==> src/rtl/demux_pkg.sv <==
// Shared definitions for the demux bit driver: FSM states, demux geometry
// and the bit-counter width helper.
package demux_pkg;

    localparam int DEMUX_SEL_W = 2;
    localparam int DEMUX_OUTS  = 1 << DEMUX_SEL_W;

    typedef enum logic [0:0] {
        IDLE  = 1'b0,
        SHIFT = 1'b1
    } state_t;

    // Counter must reach DATA_W-1; at least one bit even for tiny words.
    function automatic int cnt_width(input int n);
        return (n <= 2) ? 1 : $clog2(n);
    endfunction

endpackage

==> src/rtl/demux_bit_driver_piso_shreg.sv <==
// Parallel-in serial-out shift register; load has priority over shift,
// bits leave LSB first on dout.
module piso_shreg #(
    parameter int W = 8
) (
    input  logic         clk,
    input  logic         rst,
    input  logic         load,
    input  logic         shift,
    input  logic [W-1:0] din,
    output logic         dout
);

    logic [W-1:0] shreg_reg;

    // Load a new word or shift the current one right by one bit.
    always_ff @(posedge clk) begin
        if (rst) begin
            shreg_reg <= '0;
        end else if (load) begin
            shreg_reg <= din;
        end else if (shift) begin
            shreg_reg <= {1'b0, shreg_reg[W-1:1]};
        end
    end

    assign dout = shreg_reg[0];

endmodule

==> src/rtl/demux_bit_driver.sv <==
// Serialises destination-tagged words LSB-first onto a, holding sel at the
// destination for the whole word. A new word may be accepted on the last-bit
// cycle so consecutive words stream with no bubble.
module demux_bit_driver
    import demux_pkg::*;
#(
    parameter int DATA_W = 8,
    parameter int SEL_W  = DEMUX_SEL_W
) (
    input  logic              clk,
    input  logic              rst,
    input  logic              in_valid,
    output logic              in_ready,
    input  logic [SEL_W-1:0]  in_dest,
    input  logic [DATA_W-1:0] in_data,
    output logic              a,
    output logic [SEL_W-1:0]  sel,
    output logic              a_valid,
    output logic              done
);

    localparam int              CNT_W    = cnt_width(DATA_W);
    localparam logic [CNT_W-1:0] CNT_LAST = CNT_W'(DATA_W - 1);

    state_t           state_reg, state_next;
    logic [CNT_W-1:0] cnt_reg, cnt_next;
    logic [SEL_W-1:0] sel_reg, sel_next;
    logic             last_bit;
    logic             accept;
    logic             shreg_bit;

    assign last_bit = (state_reg == SHIFT) && (cnt_reg == CNT_LAST);
    // Reset is folded in so nothing upstream sees ready while held in reset.
    assign in_ready = !rst && ((state_reg == IDLE) || last_bit);
    assign accept   = in_valid && in_ready;

    piso_shreg #(
        .W (DATA_W)
    ) u_shreg (
        .clk   (clk),
        .rst   (rst),
        .load  (accept),
        .shift (state_reg == SHIFT),
        .din   (in_data),
        .dout  (shreg_bit)
    );

    // Next-state logic: accept reloads everything, otherwise count bits
    // and fall back to IDLE after the last one.
    always_comb begin
        state_next = state_reg;
        cnt_next   = cnt_reg;
        sel_next   = sel_reg;
        if (accept) begin
            state_next = SHIFT;
            cnt_next   = '0;
            sel_next   = in_dest;
        end else if (state_reg == SHIFT) begin
            if (last_bit) begin
                state_next = IDLE;
                cnt_next   = '0;
            end else begin
                cnt_next = cnt_reg + 1'b1;
            end
        end
    end

    // State, counter and select registers.
    always_ff @(posedge clk) begin
        if (rst) begin
            state_reg <= IDLE;
            cnt_reg   <= '0;
            sel_reg   <= '0;
        end else begin
            state_reg <= state_next;
            cnt_reg   <= cnt_next;
            sel_reg   <= sel_next;
        end
    end

    assign a_valid = (state_reg == SHIFT);
    assign a       = a_valid && shreg_bit;
    assign sel     = sel_reg;
    assign done    = last_bit;

endmodule

==> config.mk <==
export PLATFORM = sky130hd
export DESIGN_NAME = demux_bit_driver
export DESIGN_NICKNAME = d
export VERILOG_FILES = /design/src/rtl/demux_pkg.sv /design/src/rtl/demux_bit_driver_piso_shreg.sv /design/src/rtl/demux_bit_driver.sv
export SDC_FILE = /design/constraint.sdc
export NUM_CORES = 1
export LEC_CHECK = 0
export CORE_UTILIZATION = 40
export CTS_BUF_LIST = sky130_fd_sc_hd__clkbuf_4 sky130_fd_sc_hd__clkbuf_8
export CTS_CLUSTER_SIZE = 28
export DETAILED_ROUTE_END_ITERATION = 10
export DONT_BUFFER_PORTS = 1
export HOLD_SLACK_MARGIN = 0.05
export SLEW_MARGIN = 30
export SYNTH_ARGS = -nofsm -noshare
export SYNTH_HDL_FRONTEND = slang
export SYNTH_SLANG_ARGS = --single-unit
==> constraint.sdc <==
create_clock -name clk -period 3.61 [get_ports clk]
set_input_delay 0.1805 -clock clk [delete_from_list [all_inputs] [get_ports clk]]
set_output_delay 0.1805 -clock clk [all_outputs]
set_load 0.005 [all_outputs]
* Yosys cells after proc, flatten, opt, wreduce, memory -nomap -nowiden
Cells that the tools add are included.
Word-level totals: register bits after elaboration 14, input bits 13, output and inout bits 6, logic and storage cells 21
Cells by class: add/subtract/negate cells 1, equal/unequal tests 1, mux-type cells 6, bitwise operators 1, reduce and logical (&&, ||, !) cells 8
Operators by type and width (count):
- $mux W8 | 2
- $logic_and A1 B1 Y1 | 4
- $add A3 B1 Y3 const B | 1
- $eq A3 B3 Y1 const B | 1
- $mux W1 | 3
- $mux W3 | 1
- $reduce_bool A2 Y1 | 1
- $reduce_or A2 Y1 | 1
- $logic_not A1 Y1 | 1
- $logic_or A1 B1 Y1 | 1
- $not A1 Y1 | 1

* Longest topological paths before layout
Gate-level depths: netlist of the first run.
word-level depth 6, mapped depth 6, depth with buffers taken out 5

* Modules after synthesis
From an unflattened synthesis of the first run, not the netlist that was laid out.
Unflattened totals: cells, all modules 69, area total of the unflattened synthesis 674.4 um^2
By module, submodules not included:
- piso_shreg | instances 1, cells an instance 35, area each 369.1 um^2, sequential area each 160.2 um^2
- demux_bit_driver | instances 1, cells an instance 34, area each 305.3 um^2, sequential area each 120.1 um^2

* Worst setup path before layout of the first run
No wires, ideal clock.
kind reg-to-reg, start point register cnt_reg[0], end point register u_shreg.shreg_reg[6], setup time 0.125 ns, arrival 1.279 ns, required time 3.485 ns, slack 2.206 ns, cell stages (with the launch flop) 7, path buffers 1, clock period less this slack 1.404 ns, cell sequence dfxtp_1 -> ha_1 -> ha_1 -> nand2b_2 -> buf_4 -> a221oi_2 -> a211oi_1
Between the ends: longest elaborated chain between the ends 6, elaborated cells between the ends (all ways) 7, those cells by class eq/ne (1); mux (1); reduce/logical (5)
RTL lines:
- start, declared | line demux_bit_driver.sv:26 | logic [CNT_W-1:0] cnt_reg, cnt_next;
- start signal, assigned | line demux_bit_driver.sv:76 | cnt_reg <= cnt_next;
- $eq A3 B3 Y1 (*) | line demux_bit_driver.sv:32 | assign last_bit = (state_reg == SHIFT) && (cnt_reg == CNT_LAST);
- $logic_and A1 B1 Y1 (*) | line demux_bit_driver.sv:32
- $logic_or A1 B1 Y1 (*) | line demux_bit_driver.sv:34 | assign in_ready = !rst && ((state_reg == IDLE) || last_bit);
- $logic_and A1 B1 Y1 (*) | line demux_bit_driver.sv:34
- $logic_and A1 B1 Y1 (*) | line demux_bit_driver.sv:35 | assign accept = in_valid && in_ready;
- $mux W8 / $reduce_bool A2 Y1 (equally long branches)
- end signal, assigned | line demux_bit_driver_piso_shreg.sv:21 | shreg_reg <= din;
- end signal, assigned | line demux_bit_driver_piso_shreg.sv:23 | shreg_reg <= {1'b0, shreg_reg[W-1:1]};
- end, declared | line demux_bit_driver_piso_shreg.sv:14 | logic [W-1:0] shreg_reg;
Mark *: on every way between the ends. The rest lies on a longest branch, timed or not. A chain may end at the register's enable or synchronous reset.

* Final worst setup path of the first run
start point register state_reg, in the netlist a_valid, end point register u_shreg.shreg_reg[3]
Between the ends: longest elaborated chain between the ends 5, elaborated cells between the ends (all ways) 7, those cells by class mux (1); bitwise (1); reduce/logical (5)
RTL lines:
- start, declared | line demux_bit_driver.sv:25 | state_t state_reg, state_next;
- start signal, assigned | line demux_bit_driver.sv:75 | state_reg <= state_next;
- $logic_and A1 B1 Y1 / $not A1 Y1 (equally long branches) | line demux_bit_driver.sv:32, demux_bit_driver.sv:34
- $logic_or A1 B1 Y1 | line demux_bit_driver.sv:34
- $logic_and A1 B1 Y1 | line demux_bit_driver.sv:34
- $logic_and A1 B1 Y1 | line demux_bit_driver.sv:35
- $mux W8 / $reduce_bool A2 Y1 (equally long branches)
Parallel ways exist; a longest one is shown, timed or not.

==> results of run 1 <==
## power by group
part	total (µW)	switching (µW)	leakage (µW)	internal [µW]
clock network	112	50.7	0.0000210	61.4
logic	41.4	19.4	0.000182	22.0
registers	172	8.62	0.000115	163
## cell type report
cell class	instances	area share
clock buffer	4	0.0463
inverter	3	0.0144
multi-input combinational	52	0.454
sequential	14	0.358
tap	16	0.0256
timing repair buffer	8	0.102
## routing by layer
metal	wire (µm)	share of wire	global-route usage	up-vias
li1	-	-	-	277
met1	596	0.44	0.225	254
met2	624	0.46	0.248	21
met3	115	0.085	0.0625	2
met4	14	0.010	0.0750	0
met5	0	0	0	-
## worst max-delay path: stages, from the launching register on
cell and delay (ps):
dfxtp_1 780, nand2b_2 310, nand3_1 150, dlygate4sd3_1 550, a21oi_1 60
## stage by stage
step	power, µW	area [µm²]	worst slack [ps]
floorplan	209	697	2210
global placement	207	667	2020
detailed placement	207	667	1940
CTS	329	783	1650
global route	343	783	1480
finish	325	783	1630
## timing repair
item,CTS,global route
resized for setup,0,0
buffers inserted,0,0
endpoints found under the setup margin,0,0
hold buffers,8,0
endpoints found under the hold margin,14,0
## synth_stat cells
master     n
clkbuf_1   1
buf_8      1
nand2b_2   1
a221oi_1   1
nor3b_1    2
buf_6      1
and2b_1    3
a21oi_1    9
a221oi_2   1
nand3_1    7
dfxtp_1   14
mux2_4     2
buf_4      2
mux2i_1    2
a31oi_1    1
ha_1       2
a211oi_1   2
nor2_1     6
inv_2      1
nor3_1     1
o21ai_1    7
and2_1     2
inv_1      2
buf_2      1
mux2_1     3
## logic make-up after synthesis
family / count (synthesis)
multiplexers: 7
buffers and inverters: 9
flip-flops: 14
adder cells (fa/ha/maj): 2
AND/OR/NAND/NOR: 22
AO/OA/AOI/OAI: 21
## path summary, 6_finish.rpt
path,slack (ps),endpoint
hold reg to reg,510,sel[1]$_SDFFE_PP0P_
hold / removal,60,u_shreg.shreg_reg[7]$_SDFFE_PP0P_
setup / recovery,1630,u_shreg.shreg_reg[3]$_SDFFE_PP0P_
setup reg to reg,1630,u_shreg.shreg_reg[3]$_SDFFE_PP0P_
==> results.py, run 1 <==
metrics = {
    "route": {
        "drtPass1Iterations": 7,
        "route.antenna.remaining_nets": 0,
        "detail_route.wl_per_cell_um": 13.9,
        "vias_per_cell": 5.71,
        "routed-via-count": 554,
        "violation_count_after_the_first_detailed_route_iteration": 12,
        "totalWireLength_um": 1350,
        "drc_errors": 1,
    },
    "clock_network": {
        "clk_root_buffer_cell": "clkbuf_4",
        "cts_buffers": 3,
        "tritoncts": "yes",
        "cts.sinks": 14,
        "clkLatencyLatePin_ps": 280,
        "clk_transition_reported_paths_ps": 80,
        "max-clock-path-buffers": 2,
        "h-tree-depth": 1,
    },
    "run_status": {
        "outcome": "complete, but fails checks",
        "failed_checks": "DRC",
    },
    "min_path": {
        "min-delay-start": "in_valid",
        "worst_hold_path.num_cells": 2,
        "hold_path_class": "input port to register",
    },
    "critical_path": {
        "cp_capture_type": "register",
        "worst_ep_required_time_ps": 3760,
        "setup.worst_path.start_class": "register",
        "timing_worst_setup_path_type": "register to register",
        "regToRegStartpoint": "a_valid$_SDFF_PP0_",
        "cp_data_arrival_time_ps": 2130,
        "critPathMaxFanout": 18,
        "startpoint": "a_valid$_SDFF_PP0_",
        "ff2ff_path_depth": 4,
    },
    "floorplanning": {
        "die_area_um2": 1910,
        "core_area_um2": 1560,
        "initial_core_utilization": 0.447,
        "row_count": 14,
        "die-width_um": 43.7,
        "io-pin-count": 19,
        "die_y_um": 43.7,
    },
    "timing": {
        "fin_crit_sh": 0.547,
        "fin_setup_tns_ps": 0,
        "rsz0062_at_grt": "no",
        "setup-violations-final": 0,
        "final-max-slew-violation-count": 0,
        "worst_case_headroom_to_the_max_slew_limit": 0.536,
        "final.setup_skew_ps": 2.94,
        "max_clock_freq_mhz": 506,
        "timing_worst_slew_pin_value_ps": 695,
        "finalWorstPathRequiredPeriod_ps": 1980,
        "timing.hold.ws_ps": 62.5,
        "finalHoldViolations": 0,
    },
    "global_routing": {
        "global_route_usage_over_all_layers": 0.170,
        "first_global_vias": 532,
        "grt_overflow_total": 0,
        "grt_start_max_net_pins": 19,
        "grt_first_pass_wirelength_um": 2370,
        "antenna_found_initial": 0,
    },
    "yosys": {
        "synthesis.area_per_instance_um2": 9.29,
        "syn-cell-area_um2": 697,
        "synth_seq_cells": 14,
        "yosys.area_share.xor_xnor": 0,
        "synth_area_leaders": "dfxtp_1 (40%), a21oi_1 (6.5%), nand3_1 (5.0%)",
        "synth-seq-area-share": 0.402,
        "yosys.area_share.simple": 0.174,
        "post_synthesis_instance_total": 75,
        "synthMuxAreaShare": 0.120,
        "synth_top_area_share": 0.402,
        "synth-warning-count": 0,
        "synthDominantAreaCellType": "dfxtp_1",
        "syn_nets": 90,
        "yosysUniqueCellTypes": 25,
        "synth-adder-area-share": 0.0359,
        "area_fraction_in_compound_gates_after_synthesis": 0.180,
        "synth_top_family_by_area": "compound AO/OA/AOI/OAI gates",
    },
    "job": {
        "cap_viol_max_count": 0,
    },
    "pwr": {
        "total_leakage_power_uw": 0.000318,
        "power.density_nw_per_um2": 415,
        "vdd.ir_drop.worst_uv": 180,
    },
    "finish": {
        "area_used_by_sequential_logic_in_the_layout_um2": 280,
        "syn_to_final_growth_pct": 12.4,
        "diodes": 0,
        "number_of_fillers_in_the_final_layout": 153,
        "multi_input_comb_area_um2": 355,
        "largest_register_ff_count": 8,
        "layout_commonest_cell": "dfxtp_1",
        "final_cell_count_no_fill": 97,
        "post-route-util": 0.502,
        "num-nets-final": 97,
        "most_used_cells_in_the_layout_excluding_fill_and_tap_cells": "dfxtp_1 (14), a21oi_1 (9), dlygate4sd3_1 (8)",
        "post_route_cells_drive_above_1_share": 0.111,
    },
    "place": {
        "place.gp.congestion": 0.741,
        "place.detailed.instances": 85,
        "post-dp-hpwl_um": 899,
        "port_buffer_count": 0,
    },
}
Power figures use the tool's default switching activity.
==> inputs of run 2 (changes only) <==
==> constraint.sdc (replaced) <==
create_clock -name clk -period 1.7 [get_ports clk]
set_input_delay 0.085 -clock clk [delete_from_list [all_inputs] [get_ports clk]]
set_output_delay 0.085 -clock clk [all_outputs]
set_load 0.005 [all_outputs]
==> run 2 against run 1 <==
Net effect:
- the run still ends with DRC left
- flip-flop and latch count stayed put
- clock skew is 0.86 ps higher
- non-clock buffer count is 7 higher
- highest routed layer unchanged
- register-to-register slack worse by 1500 ps
- worst setup slack worse by 1500 ps
- via count is 3.2% higher
==> results.py, run 2 (synthesis results as in run 1) <==
metrics = {
    "run_status": {
        "outcome": "complete, but fails checks",
        "failed_checks": "DRC",
    },
    "clock_network": {
        "h-tree-depth": 1,
        "clk_transition_reported_paths_ps": 90,
        "cts_buffers": 3,
        "clk_root_buffer_cell": "clkbuf_4",
        "tritoncts": "yes",
        "max-clock-path-buffers": 2,
        "clkLatencyLatePin_ps": 280,
        "postCtsResizedCells": 0,
        "cts.sinks": 14,
    },
    "timing": {
        "fin_crit_sh": 0.923,
        "final-max-slew-violation-count": 0,
        "max_clock_freq_mhz": 637,
        "worst_case_headroom_to_the_max_slew_limit": 0.652,
        "final.setup_skew_ps": 3.80,
        "setup-violations-final": 0,
        "crit_path_setup_slack_layout_ps": 130,
        "timing_worst_slew_pin_value_ps": 521,
        "rsz0062_at_grt": "no",
        "finalHoldViolations": 0,
        "fin_setup_tns_ps": 0,
        "finalWorstPathRequiredPeriod_ps": 1570,
        "timing.hold.ws_ps": 92.2,
    },
    "pwr": {
        "total_leakage_power_uw": 0.000351,
        "vdd.ir_drop.worst_uv": 463,
        "power.density_nw_per_um2": 845,
        "report.power.total_uw": 714,
    },
    "finish": {
        "largest_register_ff_count": 8,
        "number_of_fillers_in_the_final_layout": 155,
        "num-nets-final": 104,
        "most_used_cells_in_the_layout_excluding_fill_and_tap_cells": "dfxtp_1 (14), dlygate4sd3_1 (12), a21oi_1 (9)",
        "post_route_cells_drive_above_1_share": 0.136,
        "diodes": 0,
        "stdcell_area_um2": 846,
        "multi_input_comb_area_um2": 355,
        "layout_commonest_cell": "dfxtp_1",
        "area_used_by_sequential_logic_in_the_layout_um2": 280,
        "syn_to_final_growth_pct": 21.4,
    },
    "route": {
        "detail_route.wl_per_cell_um": 14.3,
        "drc_errors": 1,
        "routed-via-count": 572,
        "drtPass1Iterations": 8,
        "route.antenna.remaining_nets": 0,
        "totalWireLength_um": 1490,
        "vias_per_cell": 5.50,
        "violation_count_after_the_first_detailed_route_iteration": 9,
    },
    "global_routing": {
        "first_global_vias": 537,
        "antenna_found_initial": 0,
        "grt_first_pass_wirelength_um": 2380,
        "grt_start_max_net_pins": 15,
        "global_route_usage_over_all_layers": 0.170,
        "grt_overflow_total": 0,
    },
    "critical_path": {
        "critPathMaxFanout": 7,
        "cp_capture_type": "register",
        "timing_worst_setup_path_type": "register to register",
        "cp_data_arrival_time_ps": 1770,
        "setup.worst_path.start_class": "register",
        "worst_ep_required_time_ps": 1900,
    },
    "place": {
        "dp_slack_ps": 202,
        "port_buffer_count": 0,
        "post-dp-hpwl_um": 936,
        "placement.cell_area_um2": 689,
        "place.gp.congestion": 0.673,
    },
    "job": {
        "cap_viol_max_count": 0,
    },
    "floorplanning": {
        "die-width_um": 43.7,
        "core_area_um2": 1560,
        "die_y_um": 43.7,
        "initial_core_utilization": 0.447,
        "die_area_um2": 1910,
        "row_count": 14,
        "io-pin-count": 19,
    },
    "min_path": {
        "hold_path_class": "input port to register",
    },
}
## run 2: report_power, final
part | switching, µW | internal, µW
Clock | 113 | 130
Combinational | 51.9 | 58.2
Sequential | 13.7 | 347
Total | 179 | 535
## run 2: what timing repair did
item | CTS | global route
hold endpoints to repair | 14 | 0
hold buffers | 12 | 0
setup buffers | 0 | 0
## run 2: routing by layer
metal / wire (µm) / share of wire / up-vias / track usage
li1: - / - / 293 / -
met1: 732 / 0.49 / 265 / 0.225
met2: 682 / 0.46 / 12 / 0.260
met3: 59 / 0.040 / 2 / 0.0333
met4: 10 / 0.0067 / 0 / 0.0938
met5: 0 / 0 / - / 0
## run 2: final cells by class
cell class / instances / area share
repair buffers: 15 / 0.169
well taps: 16 / 0.0237
multi-input cells: 52 / 0.420
clock buffers: 4 / 0.0429
inverters: 3 / 0.0133
flip-flops and latches: 14 / 0.331
## run 2: stage by stage
stage           util  cells
5_1_grt        0.543    104
4_1_cts        0.543    104
3_3_place_gp   0.442     88
6_report       0.543    104
3_5_place_dp   0.442     88
2_1_floorplan      -     75
## run 2: path summary, 6_finish.rpt
kind                           start  cells after the start                                end  slack (ps)
max reg2reg  cnt_reg[0]$_SDFFE_PP0P_                      6  u_shreg.shreg_reg[2]$_SDFFE_PP0P_         130
min                         in_valid                      2  u_shreg.shreg_reg[5]$_SDFFE_PP0P_          90
max          cnt_reg[0]$_SDFFE_PP0P_                      6  u_shreg.shreg_reg[2]$_SDFFE_PP0P_         130
min reg2reg      sel[1]$_SDFFE_PP0P_                      2                sel[1]$_SDFFE_PP0P_         500
## run 2: worst max-delay path: stages (launching register included)
cell	delay, ps
dfxtp_1	330
ha_1	190
ha_1	200
and2b_1	350
buf_4	190
o21ai_1	60
a21oi_1	180
